`src/rtl/ahb_pkg.sv`:
```
// Shared AHB-Lite encodings and the address-phase record used by the arbiter.
package ahb_pkg;

  typedef enum logic [1:0] {
    HTRANS_IDLE   = 2'b00,
    HTRANS_BUSY   = 2'b01,
    HTRANS_NONSEQ = 2'b10,
    HTRANS_SEQ    = 2'b11
  } htrans_e;

  localparam logic [2:0] HBURST_SINGLE = 3'b000;
  localparam logic       HRESP_OKAY    = 1'b0;
  localparam logic       HRESP_ERROR   = 1'b1;

  // Address-phase fields that must survive a stalled request.
  typedef struct packed {
    logic [31:0] addr;
    logic        write;
    logic [2:0]  size;
    logic [3:0]  prot;
    logic        lock;
  } addr_phase_t;

  // NONSEQ and SEQ start a transfer; IDLE and BUSY do not.
  function automatic logic is_transfer(input logic [1:0] htrans);
    return htrans[1];
  endfunction

endpackage

```
`src/rtl/ahblite_arb_input_stage.sv`:
```
// Per-master request tracker: holds an address phase that could not be
// issued when the master presented it, so the master can be stalled safely.
module ahblite_arb_input_stage
  import ahb_pkg::*;
(
  input  logic        clk,
  input  logic        rst_n,
  input  logic [1:0]  htrans,
  input  addr_phase_t live,
  input  logic        hreadyout,
  input  logic        take,
  output logic        req,
  output logic        pend_valid,
  output addr_phase_t sel
);

  logic        live_req_s;
  logic        pend_valid_r;
  addr_phase_t buf_r;

  assign live_req_s = is_transfer(htrans) & hreadyout;
  assign pend_valid = pend_valid_r;

  // Capture a live request that the arbiter did not take; drop the buffer once issued.
  always_ff @(posedge clk or negedge rst_n) begin
    if (!rst_n) begin
      pend_valid_r <= 1'b0;
      buf_r        <= '0;
    end else if (take) begin
      pend_valid_r <= 1'b0;
    end else if (live_req_s) begin
      pend_valid_r <= 1'b1;
      buf_r        <= live;
    end
  end

  // Present the buffered phase in preference to the live bus.
  always_comb begin
    req = pend_valid_r | live_req_s;
    if (pend_valid_r) begin
      sel = buf_r;
    end else begin
      sel = live;
    end
  end

endmodule

```
`src/rtl/ahblite_arbiter.sv`:
```
// Two-master AHB-Lite arbiter (M0 = Cortex-M0, M1 = DMA) with round-robin
// grant, locked-sequence hold and per-master pending address buffers.
module ahblite_arbiter
  import ahb_pkg::*;
(
  input  logic        HCLK,
  input  logic        HRESETn,
  input  logic [31:0] M0_HADDR,
  input  logic [1:0]  M0_HTRANS,
  input  logic        M0_HWRITE,
  input  logic [2:0]  M0_HSIZE,
  input  logic [2:0]  M0_HBURST,
  input  logic [3:0]  M0_HPROT,
  input  logic        M0_HMASTLOCK,
  input  logic [31:0] M0_HWDATA,
  output logic        M0_HREADYOUT,
  output logic [31:0] M0_HRDATA,
  output logic        M0_HRESP,
  input  logic [31:0] M1_HADDR,
  input  logic [1:0]  M1_HTRANS,
  input  logic        M1_HWRITE,
  input  logic [2:0]  M1_HSIZE,
  input  logic [2:0]  M1_HBURST,
  input  logic [3:0]  M1_HPROT,
  input  logic        M1_HMASTLOCK,
  input  logic [31:0] M1_HWDATA,
  output logic        M1_HREADYOUT,
  output logic [31:0] M1_HRDATA,
  output logic        M1_HRESP,
  output logic [31:0] S_HADDR,
  output logic [1:0]  S_HTRANS,
  output logic        S_HWRITE,
  output logic [2:0]  S_HSIZE,
  output logic [2:0]  S_HBURST,
  output logic [3:0]  S_HPROT,
  output logic        S_HMASTLOCK,
  output logic [31:0] S_HWDATA,
  output logic        S_HMASTER,
  input  logic        S_HREADY,
  input  logic [31:0] S_HRDATA,
  input  logic        S_HRESP
);

  addr_phase_t live_s [2];
  addr_phase_t sel_s  [2];
  addr_phase_t issued_s;
  logic [1:0]  req_s;
  logic [1:0]  pend_s;
  logic [1:0]  take_s;
  logic [1:0]  hreadyout_s;
  logic [1:0]  hresp_s;
  logic        grant_s;
  logic        issue_s;
  logic        data_owner_r;
  logic        data_valid_r;
  logic        last_grant_r;
  logic        lock_hold_r;
  logic        unused_s;

  // Every transfer is issued as SINGLE, so the masters' burst hints are not needed.
  assign unused_s = ^{M0_HBURST, M1_HBURST};

  assign live_s[0] = '{addr: M0_HADDR, write: M0_HWRITE, size: M0_HSIZE,
                       prot: M0_HPROT, lock: M0_HMASTLOCK};
  assign live_s[1] = '{addr: M1_HADDR, write: M1_HWRITE, size: M1_HSIZE,
                       prot: M1_HPROT, lock: M1_HMASTLOCK};

  ahblite_arb_input_stage u_in0 (
    .clk(HCLK), .rst_n(HRESETn), .htrans(M0_HTRANS), .live(live_s[0]),
    .hreadyout(hreadyout_s[0]), .take(take_s[0]),
    .req(req_s[0]), .pend_valid(pend_s[0]), .sel(sel_s[0])
  );

  ahblite_arb_input_stage u_in1 (
    .clk(HCLK), .rst_n(HRESETn), .htrans(M1_HTRANS), .live(live_s[1]),
    .hreadyout(hreadyout_s[1]), .take(take_s[1]),
    .req(req_s[1]), .pend_valid(pend_s[1]), .sel(sel_s[1])
  );

  // Grant decision; no issue while the slave stalls or reset is asserted.
  always_comb begin
    grant_s = last_grant_r;
    issue_s = 1'b0;
    if (!HRESETn || !S_HREADY) begin
      grant_s = last_grant_r;
      issue_s = 1'b0;
    end else if (lock_hold_r) begin
      grant_s = last_grant_r;
      issue_s = req_s[last_grant_r];
    end else if (req_s[0] && req_s[1]) begin
      grant_s = ~last_grant_r;
      issue_s = 1'b1;
    end else if (req_s[0]) begin
      grant_s = 1'b0;
      issue_s = 1'b1;
    end else if (req_s[1]) begin
      grant_s = 1'b1;
      issue_s = 1'b1;
    end else begin
      grant_s = last_grant_r;
      issue_s = 1'b0;
    end
    take_s[0] = issue_s & ~grant_s;
    take_s[1] = issue_s & grant_s;
  end

  // Drive the slave-side address phase from the granted master.
  always_comb begin
    issued_s = sel_s[grant_s];
    S_HBURST = HBURST_SINGLE;
    if (issue_s) begin
      S_HTRANS    = HTRANS_NONSEQ;
      S_HADDR     = issued_s.addr;
      S_HWRITE    = issued_s.write;
      S_HSIZE     = issued_s.size;
      S_HPROT     = issued_s.prot;
      S_HMASTLOCK = issued_s.lock;
      S_HMASTER   = grant_s;
    end else begin
      S_HTRANS    = HTRANS_IDLE;
      S_HADDR     = 32'h0000_0000;
      S_HWRITE    = 1'b0;
      S_HSIZE     = 3'b000;
      S_HPROT     = 4'b0000;
      S_HMASTLOCK = 1'b0;
      S_HMASTER   = last_grant_r;
    end
  end

  // Track the data-phase owner, round-robin history and lock ownership.
  always_ff @(posedge HCLK or negedge HRESETn) begin
    if (!HRESETn) begin
      data_owner_r <= 1'b0;
      data_valid_r <= 1'b0;
      last_grant_r <= 1'b1;
      lock_hold_r  <= 1'b0;
    end else if (issue_s) begin
      data_owner_r <= grant_s;
      data_valid_r <= 1'b1;
      last_grant_r <= grant_s;
      lock_hold_r  <= issued_s.lock;
    end else if (S_HREADY) begin
      data_valid_r <= 1'b0;
    end
  end

  // Per-master ready and response: only the data-phase owner sees the slave.
  always_comb begin
    for (int m = 0; m < 2; m++) begin
      if (data_valid_r && (data_owner_r == 1'(m))) begin
        hreadyout_s[m] = S_HREADY;
        hresp_s[m]     = S_HRESP;
      end else if (pend_s[m]) begin
        hreadyout_s[m] = 1'b0;
        hresp_s[m]     = HRESP_OKAY;
      end else begin
        hreadyout_s[m] = 1'b1;
        hresp_s[m]     = HRESP_OKAY;
      end
    end
  end

  // Write data follows the data-phase owner; quiet bus when no data phase.
  always_comb begin
    if (!data_valid_r) begin
      S_HWDATA = 32'h0000_0000;
    end else if (data_owner_r) begin
      S_HWDATA = M1_HWDATA;
    end else begin
      S_HWDATA = M0_HWDATA;
    end
  end

  assign M0_HREADYOUT = hreadyout_s[0];
  assign M1_HREADYOUT = hreadyout_s[1];
  assign M0_HRESP     = hresp_s[0];
  assign M1_HRESP     = hresp_s[1];
  assign M0_HRDATA    = S_HRDATA;
  assign M1_HRDATA    = S_HRDATA;

endmodule
```
`config.mk`:
```
export PLATFORM = sky130hd
export DESIGN_NAME = ahblite_arbiter
export DESIGN_NICKNAME = d
export VERILOG_FILES = /design/src/rtl/ahb_pkg.sv /design/src/rtl/ahblite_arb_input_stage.sv /design/src/rtl/ahblite_arbiter.sv
export SDC_FILE = /design/constraint.sdc
export NUM_CORES = 1
export LEC_CHECK = 0
export CAP_MARGIN = 20
export CORE_MARGIN = 2
export CORE_UTILIZATION = 35
export CTS_CLUSTER_DIAMETER = 30
export DETAILED_ROUTE_END_ITERATION = 12
export PLACE_DENSITY = 0.77
export SYNTH_ARGS = -nofsm -noshare
export SYNTH_HDL_FRONTEND = slang
export SYNTH_SLANG_ARGS = --single-unit
export TNS_END_PERCENT = 50
```
`constraint.sdc`:
```
create_clock -name HCLK -period 3.1 [get_ports HCLK]
set_input_delay 0.62 -clock HCLK [delete_from_list [all_inputs] [get_ports HCLK]]
set_output_delay 0.62 -clock HCLK [all_outputs]
set_load 0.05 [all_outputs]
```
-- Word-level counts from Yosys, hierarchy flattened
Index checks and enable logic that the tools add are counted.
W data, S select, Z words.
- $lt $le $gt $ge: 2
- mux-type cells: 38
- bitwise logic cells: 12
- reduce and logical (&&, ||, !) cells: 11
- operators with widths (cell ; count):
    $mux W41 ; 5
    $mux W32 ; 3
    $mux W1 ; 27
    $reduce_bool A2 Y1 ; 3
    $not A1 Y1 ; 5
    $and A1 B1 Y1 ; 4
    $mux W4 ; 1
    $reduce_and A2 Y1 ; 2
    $logic_and A1 B1 Y1 ; 3
    $mux W3 ; 1
    $ge A2 B2 Y1 const B ; 1
    $logic_not A1 Y1 ; 2
    $lt A1 B2 Y1 const B ; 1
    $mux W2 ; 1
    $not A1 Y2 ; 1
    $or A1 B1 Y1 ; 2
    $logic_or A1 B1 Y1 ; 1
- register bits after elaboration: 88
- input port bits: 192
- output and inout bits: 147
- logic and storage cells: 79

-- Depth between registers and ports, before layout
- depth in word-level cells: 14
- depth in mapped cells: 7
- depth with buffers taken out: 4

-- Hierarchy
A second synthesis with hierarchy kept.
- cell total of the unflattened synthesis: 500
- area total of the unflattened synthesis: 6246.0 um^2
- by module, submodules not included (module ; times used ; cells an instance ; area each (um^2) ; sequential area each (um^2)):
    ahblite_arb_input_stage ; 2 ; 136 ; 2228.4 ; 1051.0
    ahblite_arbiter ; 1 ; 228 ; 1789.2 ; 101.3

-- Worst setup path before layout
OpenSTA, ideal clock, no wires.
- path kind: input port to output port
- start point: in S_HREADY
- end point: out S_HMASTLOCK
- arrival: 2665 ps
- required time: 2480 ps
- setup slack: -185 ps
- stages on the path: 6
- path buffers: 2
- path through: buf_2 nor4b_4 nor4b_2 or3_1 buf_2 o21ai_0
- word-level cells in the longest chain between the ends: 13
- elaborated cells on any way between the ends: 26
- those cells by class: 18 x mux; 5 x bitwise; 3 x reduce/logical
- ends and longest elaborated chain (element ; line ; RTL):
    from (decl) ; ahblite_arbiter.sv:39 ; input logic S_HREADY,
    $mux W1 ; ahblite_arbiter.sv:150 ; if (data_valid_r && (data_owner_r == 1'(m))) begin
    $and A1 B1 Y1 ; ahblite_arb_input_stage.sv:21 ; assign live_req_s = is_transfer(htrans) & hreadyout;
    $or A1 B1 Y1 ; ahblite_arb_input_stage.sv:39 ; req = pend_valid_r | live_req_s;
    $mux W1 ; ahblite_arbiter.sv:96 ; end else if (req_s[1]) begin
    $mux W1 ; ahblite_arbiter.sv:93 ; end else if (req_s[0]) begin
    $mux W1 ; ahblite_arbiter.sv:90 ; end else if (req_s[0] && req_s[1]) begin
    $mux W1 ; ahblite_arbiter.sv:87 ; end else if (lock_hold_r) begin
    $mux W1 ; ahblite_arbiter.sv:84 ; if (!HRESETn || !S_HREADY) begin
    $not A1 Y2 (implied by the code) ; ahblite_arbiter.sv:109 ; issued_s = sel_s[grant_s];
    $mux W41 (implied by the code) (3 in series) ; ahblite_arbiter.sv:109 ;
    $mux W1 * ; ahblite_arbiter.sv:111 ; if (issue_s) begin
    to (decl) ; ahblite_arbiter.sv:36 ; output logic S_HMASTLOCK,
Mark *: on every way between the ends. The rest lies on a longest branch, timed or not. The select of a mux whose other input is x is not followed.

-- Final worst setup path
- start point: in M1_HTRANS[1]
- end point: out S_HADDR[3]
- word-level cells in the longest chain between the ends: 12
- elaborated cells on any way between the ends: 20
- those cells by class: 16 x mux; 3 x bitwise; 1 x reduce/logical
- ends and longest elaborated chain (element ; line ; RTL):
    from (decl) ; ahblite_arbiter.sv:20 ; input logic [1:0] M1_HTRANS,
    $and A1 B1 Y1 * ; ahblite_arb_input_stage.sv:21 ;
    $or A1 B1 Y1 * ; ahblite_arb_input_stage.sv:39 ;
    $mux W1 ; ahblite_arbiter.sv:96 ;
    $mux W1 ; ahblite_arbiter.sv:93 ;
    $mux W1 ; ahblite_arbiter.sv:90 ;
    $mux W1 ; ahblite_arbiter.sv:87 ;
    $mux W1 ; ahblite_arbiter.sv:84 ;
    $not A1 Y2 (implied by the code) ; ahblite_arbiter.sv:109 ;
    $mux W41 (implied by the code) (3 in series) ; ahblite_arbiter.sv:109 ;
    $mux W32 * ; ahblite_arbiter.sv:111 ;
    to (decl) ; ahblite_arbiter.sv:30 ; output logic [31:0] S_HADDR,
Marked as above.

==> results.sh <==
export IMPL_first_global_vias=4898
export IMPL_yosysMostFrequentCell="mux2i_1"
export IMPL_worstPathRequired_ns=2.48
export IMPL_synthAdderAreaFrac_pct=0
export IMPL_placementRows=47
export IMPL_die_area_sq_um=17600
export IMPL_skew_ns=0.00722
export IMPL_holdBufCountCts=0
export IMPL_yosysWarnings=0
export IMPL_p_total_mw=8.39
export IMPL_root_buffer="clkbuf_16"
export IMPL_area_growth_pct=50.6
export IMPL_cts_buffers=9
export IMPL_post_cts_setup_buffer_count=0
export IMPL_arrival_ns=2.46
export IMPL_r2r_end="u_in1.buf_r[5]$_DFFE_PN0P_"
export IMPL_dp_cells=883
export IMPL_max_vdd_ir_drop_mv=0.576
export IMPL_via_per_inst=5.14
export IMPL_rsz0062_at_grt="yes"
export IMPL_grt_first_pass_wirelength_um=29800
export IMPL_synth_top_cell_area_share_pct=37.5
export IMPL_io_pins=339
export IMPL_finalHoldViolations=0
export IMPL_min_path_type="primary input to async pin"
export IMPL_clkSinkCount=88
export IMPL_drc=0
export IMPL_synth_edff_count=0
export IMPL_maxCapViolCount=0
export IMPL_fmax_mhz=324
export IMPL_synth_cell_type_count=42
export IMPL_outcome="finished, final reports clean"
export IMPL_die_w_um=133
export IMPL_initial_core_util_pct=35.4
export IMPL_track_usage_pct=22.2
export IMPL_synth_top_family_by_area="multiplexers"
export IMPL_ys_flop_type="dfrtp_1"
export IMPL_cellLeakagePower_nw=4.02
export IMPL_grt_ovfl_total=0
export IMPL_die_h_um=133
export IMPL_worst_slew_pin_transition_ns=0.754
export IMPL_finalMaxSlewViolations=0
export IMPL_antenna_found_initial=1
export IMPL_period_needed_ns=3.08
export IMPL_cts_tree="yes"
export IMPL_synth_area_leaders="dfrtp_1 38%, mux2i_1 20%, mux2_2 12%, buf_4 9.1%, o22ai_1 4.3%"
export IMPL_synth_common_cells="114 x mux2i_1, 87 x dfrtp_1, 70 x buf_4, 64 x mux2_2, 40 x o22ai_1"
export IMPL_first_pass_iters=4
export IMPL_first_iter_violations=168
export IMPL_synth_compound_area_share_pct=6.95
export IMPL_stdcell_count=899
export IMPL_yosys_area_share_simple_pct=6.30
export IMPL_path_class="primary input to output pin"
export IMPL_dp_hpwl_um=15500
export IMPL_crit_path_start_kind="primary input"
export IMPL_async_flop_share_pct=100
export IMPL_synth_seq_cells=88
export IMPL_crit_fanout=29
export IMPL_yosys_mux_area_fraction_pct=35.6
export IMPL_ctsLongestPathBuffers=2
export IMPL_wire_per_inst_um=22.1
export IMPL_rrSetupSlack_ns=0.66
export IMPL_antenna_diode_count=0
export IMPL_synthCells=506
export IMPL_finalSetupViolCount=0
export IMPL_placement_io_buffers=230
export IMPL_yosysTopAreaCell="dfrtp_1"
export IMPL_ys_seq_area_share_pct=38.0
export IMPL_synth_xor_area_share_pct=0
export IMPL_gp_congestion=0.843
export IMPL_grt_max_degree=56
export IMPL_via_count=4623
export IMPL_power_density_nw_per_um2=960
export IMPL_slew_headroom_pct=49.5
export IMPL_netlist_area_sq_um=5800
export IMPL_drive_gt1_share_pct=33.6
export IMPL_final_core_util_pct=53.3
export IMPL_end_kind="output pin"
export IMPL_wirelength_um=19900
export IMPL_clk_pin_slew_ns=0.07
export IMPL_avgSynthCellArea_sq_um=11.5
export IMPL_ff2ff_path_depth=7
export IMPL_core_sq_um=16400
export IMPL_cts_max_level=3
export IMPL_fin_nets=866
export IMPL_clkLatencyLatePin_ns=0.34
export IMPL_postRouteAntennaNets=0
export IMPL_regToRegStartpoint="data_owner_r$_DFFE_PN0P_"
export IMPL_period_share_pct=99.4
-- layer usage --
layer  routed length (um)  GRT usage, %
met3                 1500          6.78
met2                10400          39.7
met4                  470          6.87
met5                   17             0
met1                 7560          25.3
-- critical path, stage by stage --
cell	delay, ns
clkdlybuf4s50_1	0.42
or2_1	0.28
and3_1	0.19
or2_4	0.28
buf_12	0.19
o22ai_1	0.29
buf_12	0.18
-- repair_timing --
item,4_1_cts,5_1_grt
endpoints found under the hold margin,0,0
gates resized for setup,18,8
setup endpoints to repair,42,24
-- power breakdown --
part           internal, mW  total, mW  switching, mW
clock                 0.625       1.09          0.468
sequential             1.74       2.09          0.350
combinational          2.49       5.20           2.71
total                  4.86       8.39           3.53
-- how the worst max path moves through the flow --
| stage | slack, ns | end | cells past startpoint | start |
|---|---|---|---|---|
| after floorplan | -0.02 | S_HADDR[31] | 7 | S_HREADY |
| after global placement | -0.19 | S_HADDR[16] | 7 | S_HREADY |
| after detailed placement | -0.23 | S_HADDR[24] | 7 | S_HREADY |
| after CTS | 0.007 | S_HADDR[29] | 8 | M1_HTRANS[1] |
| after global routing | -0.01 | S_HADDR[3] | 7 | M1_HTRANS[1] |
| final | 0.02 | S_HADDR[3] | 7 | M1_HTRANS[1] |
-- flip-flops by register name, summed over array words and instances, names as in the netlist --
name / cells
u_in0.pend_valid: 1
data_valid_r: 1
u_in1.buf_r: 41
last_grant_r: 1
lock_hold_r: 1
u_in1.pend_valid: 1
data_owner_r: 1
u_in0.buf_r: 41
-- cell type report --
cell class	instances	area (sq um)
Fill cell	1367	7670
Clock inverter	7	72.6
Tap cell	220	275
Multi-Input combinational cell	311	3010
Timing Repair Buffer	260	2930
Inverter	4	15.0
Clock buffer	9	225
Sequential cell	88	2210
-- stage by stage --
step,cell area [sq um],worst slack (ns),setup TNS (ns),hold slack [ns]
after CTS,8690,0.00698,0,0.388
after detailed placement,8300,-0.225,-6.77,0.481
final,8740,0.0176,0,0.383
after global routing,8740,-0.0135,-0.0978,0.420
after floorplan,5840,-0.0197,-0.673,0.324
after global placement,8300,-0.193,-5.96,0.473
-- cells by family (layout without fill, tap and decap cells) --
logic type,after synthesis,in the layout
other,1,4
AOI/OAI and AO/OA,55,55
buffers and inverters,110,280
muxes,196,196
DFF,88,88
and+or+nand+nor,56,56
-- placed cells by master, fill, tap and decap left out, drive strengths merged, types with 2 or more instances in the layout --
master and instances:
o22ai 40, clkinvlp 2, nand2 3, mux2i 114
clkbuf 9, conb 4, nor2 6, a21oi 2
or3 2, and3 2, clkinv 4, o31ai 2
nor4b 2, inv 4, buf 110, dfrtp 87
a211oi 2, nor2b 33, clkdlybuf4s50 149, o211ai 2
or2 2, mux2 82
Note: power is estimated with default switching activity, not from simulation.
